File: config.mk
export PLATFORM = sky130hd
export DESIGN_NAME = game_irq_scheduler
export DESIGN_NICKNAME = d
export VERILOG_FILES = /design/src/rtl/game_irq_scheduler.sv
export SDC_FILE = /design/constraint.sdc
export NUM_CORES = 1
export LEC_CHECK = 0
export ABC_AREA = 1
export CORE_UTILIZATION = 60
export CTS_CLUSTER_SIZE = 16
export DETAILED_ROUTE_END_ITERATION = 8
export HOLD_SLACK_MARGIN = 0.02
export PLACE_DENSITY = 0.89
export SLEW_MARGIN = 20
export SYNTH_ARGS = -nofsm -noshare
export SYNTH_HDL_FRONTEND = slang
export SYNTH_SLANG_ARGS = --single-unit
File: constraint.sdc
create_clock -name clk -period 3.2 [get_ports clk]
set_input_delay 0.96 -clock clk [delete_from_list [all_inputs] [get_ports clk]]
set_output_delay 0.96 -clock clk [all_outputs]
set_load 0.02 [all_outputs]
File: src/rtl/game_irq_scheduler.sv
// game_irq_scheduler: arbitrates game tick, button edges and game_status
// edge onto the KCPSM6 interrupt line. Fixed priority stat > btn > tick;
// the serviced cause is latched for firmware, and further requests are
// held off until firmware writes EOI.
module game_irq_scheduler #(
    parameter int         BASE_DIV  = 1000000,
    parameter logic [7:0] PORT_BASE = 8'h10
) (
    input  logic       clk,
    input  logic       rst,
    input  logic [7:0] port_id,
    input  logic [7:0] out_port,
    input  logic       write_strobe,
    input  logic       read_strobe,
    input  logic       interrupt_ack,
    input  logic [3:0] db_btns,
    input  logic       game_status,
    output logic       interrupt,
    output logic [7:0] rd_data,
    output logic       rd_hit,
    output logic       tick_pulse
);

    typedef enum logic [1:0] {
        S_IDLE    = 2'd0,
        S_REQ     = 2'd1,
        S_SERVICE = 2'd2
    } state_t;

    localparam int            BW        = $clog2(BASE_DIV);
    localparam logic [BW-1:0] BASE_LAST = BW'(BASE_DIV - 1);

    // Registers
    logic [BW-1:0] r_base_cnt;
    logic [7:0]    r_period_cnt;
    logic          r_tick_pulse;
    logic [2:0]    r_ctrl;
    logic [7:0]    r_period;
    logic [7:0]    r_cause;
    logic [2:0]    r_pending;
    logic [2:0]    r_overrun;
    logic [3:0]    r_btn_acc;
    logic [3:0]    r_btns_q;
    logic          r_stat_q;
    logic          r_irq;
    logic [7:0]    r_rd_data;
    logic          r_rd_hit;
    state_t        r_state;

    // Combinational
    logic [7:0] w_off;
    logic       w_in_range;
    logic       w_wr_ctrl;
    logic       w_wr_period;
    logic       w_wr_eoi;
    logic       w_rd_status;
    logic [2:0] w_en;
    logic [3:0] w_btn_edge;
    logic [2:0] w_evt;
    logic       w_ack;
    logic [2:0] w_grant;
    logic [2:0] w_ack_clr;
    logic [2:0] w_pending_n;
    logic [2:0] w_ovr_evt;
    state_t     w_state_n;
    logic       w_irq_n;

    // Port decode: modular offset handles a range that wraps past 8'hFF
    assign w_off       = port_id - PORT_BASE;
    assign w_in_range  = (w_off < 8'd5);
    assign w_wr_ctrl   = write_strobe && (w_off == 8'd0);
    assign w_wr_period = write_strobe && (w_off == 8'd1);
    assign w_wr_eoi    = write_strobe && (w_off == 8'd4);
    assign w_rd_status = read_strobe  && (w_off == 8'd3);

    // Enables as they stand after this cycle, so a masking CTRL write
    // discards same-cycle events and drops pending bits at once
    assign w_en       = w_wr_ctrl ? out_port[2:0] : r_ctrl;
    assign w_btn_edge = db_btns & ~r_btns_q;
    assign w_evt      = {game_status & ~r_stat_q, |w_btn_edge, r_tick_pulse} & w_en;

    assign w_ack = (r_state == S_REQ) && interrupt_ack;

    // Highest-priority pending source, taken from last cycle's pending
    always_comb begin
        w_grant = 3'b000;
        if (r_pending[2])      w_grant = 3'b100;
        else if (r_pending[1]) w_grant = 3'b010;
        else if (r_pending[0]) w_grant = 3'b001;
    end

    assign w_ack_clr   = w_ack ? w_grant : 3'b000;
    assign w_pending_n = ((r_pending & ~w_ack_clr) | w_evt) & w_en;
    // A bit that is being serviced this cycle is free to take a new event
    assign w_ovr_evt   = w_evt & r_pending & ~w_ack_clr;

    // Base/period counters producing the game tick; PERIOD write restarts them
    always_ff @(posedge clk) begin
        if (rst) begin
            r_base_cnt   <= '0;
            r_period_cnt <= 8'd0;
            r_tick_pulse <= 1'b0;
        end else begin
            r_tick_pulse <= 1'b0;
            if (w_wr_period) begin
                r_base_cnt   <= '0;
                r_period_cnt <= 8'd0;
            end else if (r_base_cnt == BASE_LAST) begin
                r_base_cnt <= '0;
                if (r_period_cnt == r_period) begin
                    r_period_cnt <= 8'd0;
                    r_tick_pulse <= 1'b1;
                end else begin
                    r_period_cnt <= r_period_cnt + 8'd1;
                end
            end else begin
                r_base_cnt <= r_base_cnt + 1'b1;
            end
        end
    end

    // Firmware-writable control and period registers
    always_ff @(posedge clk) begin
        if (rst) begin
            r_ctrl   <= 3'b001;
            r_period <= 8'd99;
        end else begin
            if (w_wr_ctrl)   r_ctrl   <= out_port[2:0];
            if (w_wr_period) r_period <= out_port;
        end
    end

    // Edge-detect history for buttons and game_status
    always_ff @(posedge clk) begin
        if (rst) begin
            r_btns_q <= 4'd0;
            r_stat_q <= 1'b0;
        end else begin
            r_btns_q <= db_btns;
            r_stat_q <= game_status;
        end
    end

    // Pending and overrun bookkeeping; a fresh overrun beats the read clear
    always_ff @(posedge clk) begin
        if (rst) begin
            r_pending <= 3'd0;
            r_overrun <= 3'd0;
        end else begin
            r_pending <= w_pending_n;
            r_overrun <= (w_rd_status ? 3'd0 : r_overrun) | w_ovr_evt;
        end
    end

    // Button-edge accumulator, handed to CAUSE when the btn source is serviced
    always_ff @(posedge clk) begin
        if (rst) begin
            r_btn_acc <= 4'd0;
        end else if (!w_en[1]) begin
            r_btn_acc <= 4'd0;
        end else begin
            r_btn_acc <= (w_ack_clr[1] ? 4'd0 : r_btn_acc) | w_btn_edge;
        end
    end

    // Latch the serviced cause on acknowledge
    always_ff @(posedge clk) begin
        if (rst) begin
            r_cause <= 8'd0;
        end else if (w_ack && (w_grant != 3'b000)) begin
            r_cause <= {(w_grant[1] ? r_btn_acc : 4'd0), 1'b0, w_grant};
        end
    end

    // FSM state and registered interrupt line
    always_ff @(posedge clk) begin
        if (rst) begin
            r_state <= S_IDLE;
            r_irq   <= 1'b0;
        end else begin
            r_state <= w_state_n;
            r_irq   <= w_irq_n;
        end
    end

    // FSM next state; interrupt is asserted exactly while the next state is REQ
    always_comb begin
        w_state_n = r_state;
        w_irq_n   = 1'b0;
        case (r_state)
            S_IDLE: begin
                if ((r_pending & w_en) != 3'd0) begin
                    w_state_n = S_REQ;
                    w_irq_n   = 1'b1;
                end
            end
            S_REQ: begin
                if (w_ack) begin
                    w_state_n = S_SERVICE;
                end else if (w_pending_n == 3'd0) begin
                    w_state_n = S_IDLE;
                end else begin
                    w_irq_n = 1'b1;
                end
            end
            S_SERVICE: begin
                if (w_wr_eoi) w_state_n = S_IDLE;
            end
            default: w_state_n = S_IDLE;
        endcase
    end

    // Registered read-back for the top-level in_port mux
    always_ff @(posedge clk) begin
        if (rst) begin
            r_rd_data <= 8'd0;
            r_rd_hit  <= 1'b0;
        end else begin
            r_rd_hit <= w_in_range;
            case (w_off)
                8'd0:    r_rd_data <= {5'd0, r_ctrl};
                8'd1:    r_rd_data <= r_period;
                8'd2:    r_rd_data <= r_cause;
                8'd3:    r_rd_data <= {(r_state == S_SERVICE), r_overrun, 1'b0, r_pending};
                default: r_rd_data <= 8'd0;
            endcase
        end
    end

    assign interrupt  = r_irq;
    assign rd_data    = r_rd_data;
    assign rd_hit     = r_rd_hit;
    assign tick_pulse = r_tick_pulse;

endmodule

# Word level (Yosys, flattened, before mapping)
# Cells that the tools add are included.
dict set report totals {
  register_bits 74
  latch_bits 0
  ram_bits 0
  romBits 0
  input_bits 26
  output_inout_bits 11
  word_cells 83
  mem_count 0
}
dict set report classes {
  n_addsub 3
  multipliers 0
  div 0
  n_lt_le_gt_ge 1
  eq_ne 11
  n_shift 0
  n_mux 20
  bitwise 16
  reduce_logical 17
}
# operator n
set op_table {}
lappend op_table {{$pmux 8 s4} 1}
lappend op_table {{$add 20x1->20 const B} 1}
lappend op_table {{$eq 20x20->1 const B} 1}
lappend op_table {{$and 3x3->3} 6}
lappend op_table {{$eq 8x2->1 const B} 2}
lappend op_table {{$mux 3} 4}
lappend op_table {{$mux 2} 5}
lappend op_table {{$add 8x1->8 const B} 1}
lappend op_table {{$eq 8x1->1 const B} 1}
lappend op_table {{$eq 8x3->1 const B} 1}
lappend op_table {{$eq 8x8->1} 1}
lappend op_table {{$logic_not 8->1} 1}
lappend op_table {{$lt 8x3->1 const B} 1}
lappend op_table {{$mux 4} 2}
lappend op_table {{$mux 8} 1}
lappend op_table {{$sub 8x5->8 const B} 1}
lappend op_table {{$logic_and 1x1->1} 6}
lappend op_table {{$or 3x3->3} 2}
lappend op_table {{$pmux 2 s3} 1}
lappend op_table {{$reduce_bool 3->1} 2}
lappend op_table {{$reduce_or 3->1} 2}
lappend op_table {{$mux 1} 5}
lappend op_table {{$and 4x4->4} 1}
lappend op_table {{$ne 2x2->1 const B} 2}
lappend op_table {{14 further kinds} 17}

# Logic depth before layout (Yosys ltp)
# Gate-level depths: netlist of the first run.
dict set report depth {
  depth_word 12
  mapped_depth 11
  mapped_depth_nobuf 11
}

# Worst setup path after synthesis of the first run
# OpenSTA, ideal clock, no wires.
dict set report synth_timing {
  path_kind {in2reg}
  start {input port_id[2]}
  end {register r_base_cnt[13]}
  setup_ns 0.115
  t_arrival_ns 1.921
  required_time_ns 3.085
  path_slack_ns 1.164
  cell_stages 11
  path_buffers 1
  cell_sequence {nor2_4 inv_2 nor3_4 nand2_4 clkinv_2 nand2_4 nand2_8 inv_4 nand2_8 buf_12 nor2_2}
}
dict set report synth_between {
  elab_chain_cells 4
}
# element line_no
set synth_lines {}
lappend synth_lines {{start: declaration} 11} ;# input logic [7:0] port_id,
lappend synth_lines {{$sub 8x5->8} 69} ;# assign w_off = port_id - PORT_BASE;
lappend synth_lines {{$eq 8x1->1} 72} ;# assign w_wr_period = write_strobe && (w_off == 8'd1);
lappend synth_lines {{$logic_and 1x1->1} 72}
lappend synth_lines {{$reduce_or 3->1 (no line)} --}
lappend synth_lines {{end signal: assignment} 117} ;# r_base_cnt <= r_base_cnt + 1'b1;
lappend synth_lines {{end: declaration} 34} ;# logic [BW-1:0] r_base_cnt;
# No other way between the ends.
# A chain may end at the register's enable or synchronous reset.

# Worst setup path in the final report of the first run
dict set report layout_timing {
  start {input interrupt_ack}
  end {register r_irq, in the netlist interrupt}
}
dict set report layout_between {
  elab_chain_cells 10
}
# element line_no
set layout_lines {}
lappend layout_lines {{start: declaration} 15} ;# input logic interrupt_ack,
lappend layout_lines {{$logic_and 1x1->1 (*)} 82} ;# assign w_ack = (r_state == S_REQ) && interrupt_ack;
lappend layout_lines {{$mux 3} 92} ;# assign w_ack_clr = w_ack ? w_grant : 3'b000;
lappend layout_lines {{$not 3->3} 93} ;# assign w_pending_n = ((r_pending & ~w_ack_clr) | w_evt) & w_en;
lappend layout_lines {{$and 3x3->3} 93}
lappend layout_lines {{$or 3x3->3} 93}
lappend layout_lines {{$and 3x3->3} 93}
lappend layout_lines {{$logic_not 3->1} 200} ;# end else if (w_pending_n == 3'd0) begin
lappend layout_lines {{$mux 1} 200}
lappend layout_lines {{$mux 1 (*)} 198} ;# if (w_ack) begin
lappend layout_lines {{$pmux 1 s2 (*)} 190} ;# case (r_state)
lappend layout_lines {{end signal: assignment} 182} ;# r_irq <= w_irq_n;
lappend layout_lines {{end: declaration} 45} ;# logic r_irq;
# Every way passes the cells marked *; elsewhere a longest branch is shown, timed or not.

==> results_dict.tcl, run 1 <==
set metrics [dict create \
    synthTopCellsByArea "dfxtp_1 42%, nand2_1 12%, inv_1 7.1%, a21oi_1 6.3%, nor2_1 4.5%" \
    max_stage_delay_ps 490 \
    final_cell_area_mm2 0.00409 \
    area_growth_pct 16.7 \
    clock.fmax_mhz 416 \
    setup_viol 0 \
    ys_warn_count 0 \
    placementRows 27 \
    finalPower_mw 1.65 \
    r2r-start "r_base_cnt[0]$_SDFF_PP0_" \
    wl_mm 7.63 \
    rsz0062_at_grt "false" \
    antenna_found_initial 0 \
    powerDensity_mw_per_mm2 403 \
    cts.hold.buffers_added 0 \
    grt_pass1_wl_mm 12.4 \
    start_kind "input pin" \
    coreArea_mm2 0.00557 \
    drt-wirelength-per-cell_um 12.8 \
    hold_path.class "register to register" \
    fin_crit_sh_pct 75.2 \
    finalWeightedCongestion 0.940 \
    synth_nets 506 \
    min_period_ps 2410 \
    ir_drop_mv 0.350 \
    ant_nets 0 \
    worstPathArrival_ps 2620 \
    yosysMostFrequentCell "nand2_1" \
    cts.repair.resized 0 \
    cts_max_level 3 \
    fillers 451 \
    finalHoldViolations 0 \
    cts_tree "done" \
    diodes 0 \
    nets 549 \
    synth_cell_types 37 \
    clock_latency_ps 350 \
    ys_seq_elements 74 \
    finClkSkew_ps 11.9 \
    drcViolationCount 0 \
    leakagePower_nw 1.58 \
    worstPathCellList "clkdlybuf4s50_1 -> nand3_1 -> nor3_2 -> nor2_1 -> o21ai_1 -> nand3_1 -> nand2_1 -> a21oi_1" \
    grt_pass1_vias 2895 \
    cts_buffers 9 \
    max-clock-path-buffers 2 \
    slew-limit-headroom_pct 70.6 \
    ys.flop_type "dfxtp_1" \
    drive_gt1_share_pct 9.33 \
    numPortBuffers 36 \
    grt_start_max_net_pins 32 \
    yosys-top-cells-count "108 x nand2_1, 74 x dfxtp_1, 66 x inv_1" \
    fp.dieArea_mm2 0.00615 \
    slew_violations 0 \
    cp_slowest_cell "clkdlybuf4s50_1" \
    ys_seq_area_share_pct 42.3 \
    via_per_inst 5.41 \
    syn_area_mm2 0.00350 \
    worstSetupPathType "input pin to register" \
    cap_violations 0 \
    dieHeight_um 78.4 \
    clkSinkCount 74 \
    setup_tns_ps 0 \
    post_cts_buffers 0 \
    worstRegToRegCells 7 \
    crit_family "simple AND/OR/NAND/NOR gates" \
    syn_area_per_cell_um2 7.33 \
    cp_max_fo 6 \
    postSynthCellCount 478 \
    overflow 0 \
    ff2ff_setup_slack_ps 1170 \
    async_flop_share_pct 0 \
    critPathCaptureType "register" \
    root_buffer "clkbuf_8" \
    required_ps 3420 \
    tightest_slew_ps 438 \
    die_x_um 78.4 \
    dr.first_iter.drc_count 324 \
    path_buf_inv 1 \
    startpoint "interrupt_ack" \
    r2r_end "r_base_cnt[16]$_SDFF_PP0_" \
    critPathCapture "interrupt$_SDFF_PP0_" \
    timing.critical_path.depth 8 \
    path_clk_slew_ps 70 \
    placed_area_mm2 0.00393 \
    hpwl_mm 5.62 \
    synth_top_area_share_pct 42.3 \
    io_pins 37 \
    dr_total_vias 3232 \
    yosysTopAreaCell "dfxtp_1" \
    status "finished clean" \
    grtUsageTotal_pct 26.3 \
    firstDrtPassIters 5 \
    synth-edff-count 0 \
    start_util_pct 62.8 \
    cp_common_cell "nand3_1" \
]
[worst min path at each step]
stage | from | end | slack (ps) | depth (start not counted)
3_5_place_dp | r_btn_acc[2]$_SDFF_PP0_ | r_btn_acc[2]$_SDFF_PP0_ | 460 | 2
2_1_floorplan | r_period[3]$_SDFFE_PP0P_ | rd_data[3]$_SDFF_PP0_ | 430 | 2
4_1_cts | r_btn_acc[2]$_SDFF_PP0_ | r_btn_acc[2]$_SDFF_PP0_ | 470 | 2
3_3_place_gp | r_cause[0]$_SDFFE_PP0P_ | r_cause[0]$_SDFFE_PP0P_ | 450 | 2
5_1_grt | r_btn_acc[0]$_SDFF_PP0_ | r_cause[4]$_SDFFE_PP0P_ | 490 | 2
6_report | r_btn_acc[2]$_SDFF_PP0_ | r_btn_acc[2]$_SDFF_PP0_ | 470 | 2
[sequential cells by signal, indices dropped and copies added (netlist names)]
name and cells:
r_cause 7, r_overrun 3, r_base_cnt 20, r_pending 3, r_stat_q 1, r_period 8, rd_hit 1, r_ctrl 3
rd_data 8, tick_pulse 1, r_period_cnt 8, interrupt 1, r_btn_acc 4, r_btns_q 4, r_state 2
[through the flow]
stage	util [%]	instances	setup WS, ps	hold slack (ps)
after floorplan	-	478	1160	434
after global placement	70.4	582	510	451
after detailed placement	70.4	582	460	459
after CTS	73.3	597	823	471
after global routing	73.3	597	689	489
final	73.3	597	795	469
[metal layers]
metal,vias to the layer above,wire length [um],GRT usage (%)
li1,1622,-,-
met1,1467,3310,31.3
met2,118,3650,43.2
met3,25,421,6.05
met4,0,256,15.9
met5,-,0,0
[final cells by class]
class                           count  area [um^2]  area share (%)
Multi-Input combinational cell    327         1710            41.8
Sequential cell                    74         1480            36.2
Timing Repair Buffer               37          368            9.00
Inverter                           72          275            6.73
Clock buffer                       13          149            3.64
Tap cell                           72         90.1            2.20
Clock inverter                      2         13.8           0.337
[layout by cell type (no fill, tap or decap), drive strengths merged, types with 2 or more instances in the layout]
master	instances
nor3	16
nor4	4
o211ai	4
xnor2	3
nor2	52
or2	8
clkdlybuf4s50	36
nor3b	5
inv	70
dfxtp	74
ha	2
xor2	11
nand4	13
nand3	25
nand2	112
a21oi	48
clkinv	4
o21ai	20
clkbuf	13
[cells by family (layout without fill, tap and decap cells)]
| logic type | after synthesis | in the layout | share of synthesized area, % |
|---|---|---|---|
| buf+inv | 77 | 124 | 8.86 |
| simple gates | 237 | 237 | 33.2 |
| flops | 74 | 74 | 42.3 |
| xor+xnor | 14 | 14 | 3.50 |
| compound gates | 74 | 74 | 11.4 |
| fa+ha+maj | 2 | 2 | 0.714 |
[worst min-delay path, stage by stage (launching register included)]
cell	delay, ps
dfxtp_1	310
nand2_1	60
a21oi_1	50
[report_power, final]
group          switching, mW  total [mW]  internal, mW
logic                 0.0492      0.0931        0.0439
registers            0.00402       0.931         0.927
clock network          0.323       0.622         0.300
Power figures use the tool's default switching activity.
==> run 2: changes to the inputs <==
- CORE_UTILIZATION: 60 -> 51
- PLACE_DENSITY: 0.89 -> 0.81
- clock period: 3.2 -> 2.1 ns (I/O delays scaled with it)
==> results_dict.tcl, run 2 (synthesis results as in run 1) <==
set metrics [dict create \
    status "finished, violations left" \
    violations "design-rule violations" \
    largest_register_ffs 20 \
    grt_start_max_net_pins 18 \
    fp.dieArea_mm2 0.00720 \
    dr_total_vias 3310 \
    slew-limit-headroom_pct 72.6 \
    ff2ff_setup_slack_ps 300 \
    worstRegToRegCells 10 \
    path_clk_slew_ps 70 \
    top_usage_layer "met2" \
    finalHoldViolations 0 \
    fillers 537 \
    via_per_inst 5.17 \
    grtUsageTotal_pct 24.6 \
    layout_common_cells "107 x nand2_1, 74 x dfxtp_1, 66 x inv_1" \
    ant_nets 0 \
    io_pins 37 \
    worstPathArrival_ps 1330 \
    drcViolationCount 5 \
    antenna_found_initial 0 \
    fin_crit_sh_pct 93.5 \
    dr.first_iter.drc_count 259 \
    max-clock-path-buffers 2 \
    cts.hold.buffers_added 0 \
    min_period_ps 1960 \
    max_stage_delay_ps 620 \
    cts_tree "done" \
    critPathCaptureType "output port" \
    crit_family "buffers and inverters" \
    required_ps 1470 \
    cp_max_fo 3 \
    leakagePower_nw 1.77 \
    path_buf_inv 1 \
    wl_mm 8.15 \
    placementRows 29 \
    hold_path.class "register to register" \
    cts_max_level 3 \
    start_kind "register" \
    rsz0062_at_grt "false" \
    clock.fmax_mhz 509 \
    mostFrequentLayoutCell "nand2_1" \
    critPathCapture "tick_pulse" \
    final_cell_area_mm2 0.00441 \
    grt_use_met1_pct 30.5 \
    root_buffer "clkbuf_8" \
    firstDrtPassIters 7 \
    cp_slowest_cell "clkdlybuf4s50_1" \
    grt_pass1_vias 3213 \
    clkSinkCount 74 \
    drive_gt1_share_pct 15.6 \
    start_util_pct 53.9 \
    slew_violations 0 \
    layout.cells.non_filler 640 \
    powerDensity_mw_per_mm2 616 \
    gr-usage-met3_pct 6.13 \
    placed_area_mm2 0.00420 \
    regMostFlops "r_base_cnt" \
    cap_violations 0 \
    finalWeightedCongestion 0.887 \
    r2r-start "r_base_cnt[0]$_SDFF_PP0_" \
    worstSetupPathType "register to output port" \
    cts_buffers 9 \
    dp_cells 623 \
    finClkSkew_ps 12.0 \
    area_growth_pct 25.9 \
    coreArea_mm2 0.00649 \
    hold_start "r_btn_acc[3]$_SDFF_PP0_" \
    setup_viol 0 \
    r2r_end "r_base_cnt[18]$_SDFF_PP0_" \
    drt-wirelength-per-cell_um 12.7 \
    overflow 0 \
    grt_pass1_wl_mm 14.0 \
    use_met2_pct 41.2 \
    startpoint "tick_pulse$_SDFF_PP0_" \
    ir_drop_mv 0.509 \
    diodes 0 \
    worstPathCellList "clkdlybuf4s50_1" \
    tightest_slew_ps 407 \
    clock_latency_ps 350 \
    hpwl_mm 5.98 \
    numPortBuffers 36 \
    nets 586 \
    die_x_um 84.9 \
    timing.critical_path.depth 1 \
    dieHeight_um 84.9 \
]
==> run 2: worst min-delay path by stage <==
| stage | slack (ps) | cells after the start | end |
|---|---|---|---|
| after floorplan | 430 | 2 | rd_data[3]$_SDFF_PP0_ |
| after global placement | 450 | 2 | r_cause[4]$_SDFFE_PP0P_ |
| after detailed placement | 460 | 2 | r_overrun[2]$_SDFF_PP0_ |
| after CTS | 470 | 2 | r_cause[1]$_SDFFE_PP0P_ |
| after global routing | 480 | 2 | r_cause[7]$_SDFFE_PP0P_ |
| final | 460 | 2 | r_cause[7]$_SDFFE_PP0P_ |
==> run 2: stage by stage <==
stage / power (mW) / setup WS (ps) / TNS (ps) / hold WS [ps] / util (%)
2_1_floorplan: 1.52 / 394 / 0 / 434 / -
3_5_place_dp: 1.62 / -240 / -3750 / 455 / 64.7
3_3_place_gp: 1.62 / -173 / -1930 / 450 / 64.7
4_1_cts: 2.73 / 106 / 0 / 467 / 67.7
5_1_grt: 2.81 / 8.08 / 0 / 479 / 67.9
6_report: 2.72 / 137 / 0 / 464 / 67.9
==> run 2: tightest hold or removal path, stage by stage, from the launching register on <==
cell	delay [ps]
dfxtp_1	310
nand2_1	60
a21oi_1	50
==> run 2: layout make-up <==
class                   instances  area, um^2  area share (%)
multi-input cells             327        1710            38.8
flip-flops and latches         74        1480            33.6
repair buffers                 74         646            14.6
inverters                      72         275            6.24
clock buffers                  14         163            3.69
well taps                      77        96.3            2.19
clock inverters                 2        35.0           0.795
==> run 2: what timing repair did <==
action                                  in CTS  in global routing
endpoints found under the setup margin       0                  2
gates resized for setup                      0                  1
endpoints found under the hold margin        0                  0
setup buffers                                0                  1
==> run 2: report_power, final <==
part           switching [mW]  internal [mW]  leakage [nW]
Clock                   0.509          0.614         0.101
Combinational          0.0844         0.0920          1.07
Sequential            0.00464           1.41         0.598
==> run 2: metal layers <==
metal | routed length (um) | vias up | part of all wire [%]
met5 | 0 | - | 0
met4 | 187 | 0 | 2.3
met3 | 506 | 21 | 6.2
met2 | 3780 | 128 | 46
met1 | 3680 | 1468 | 45
li1 | - | 1693 | -
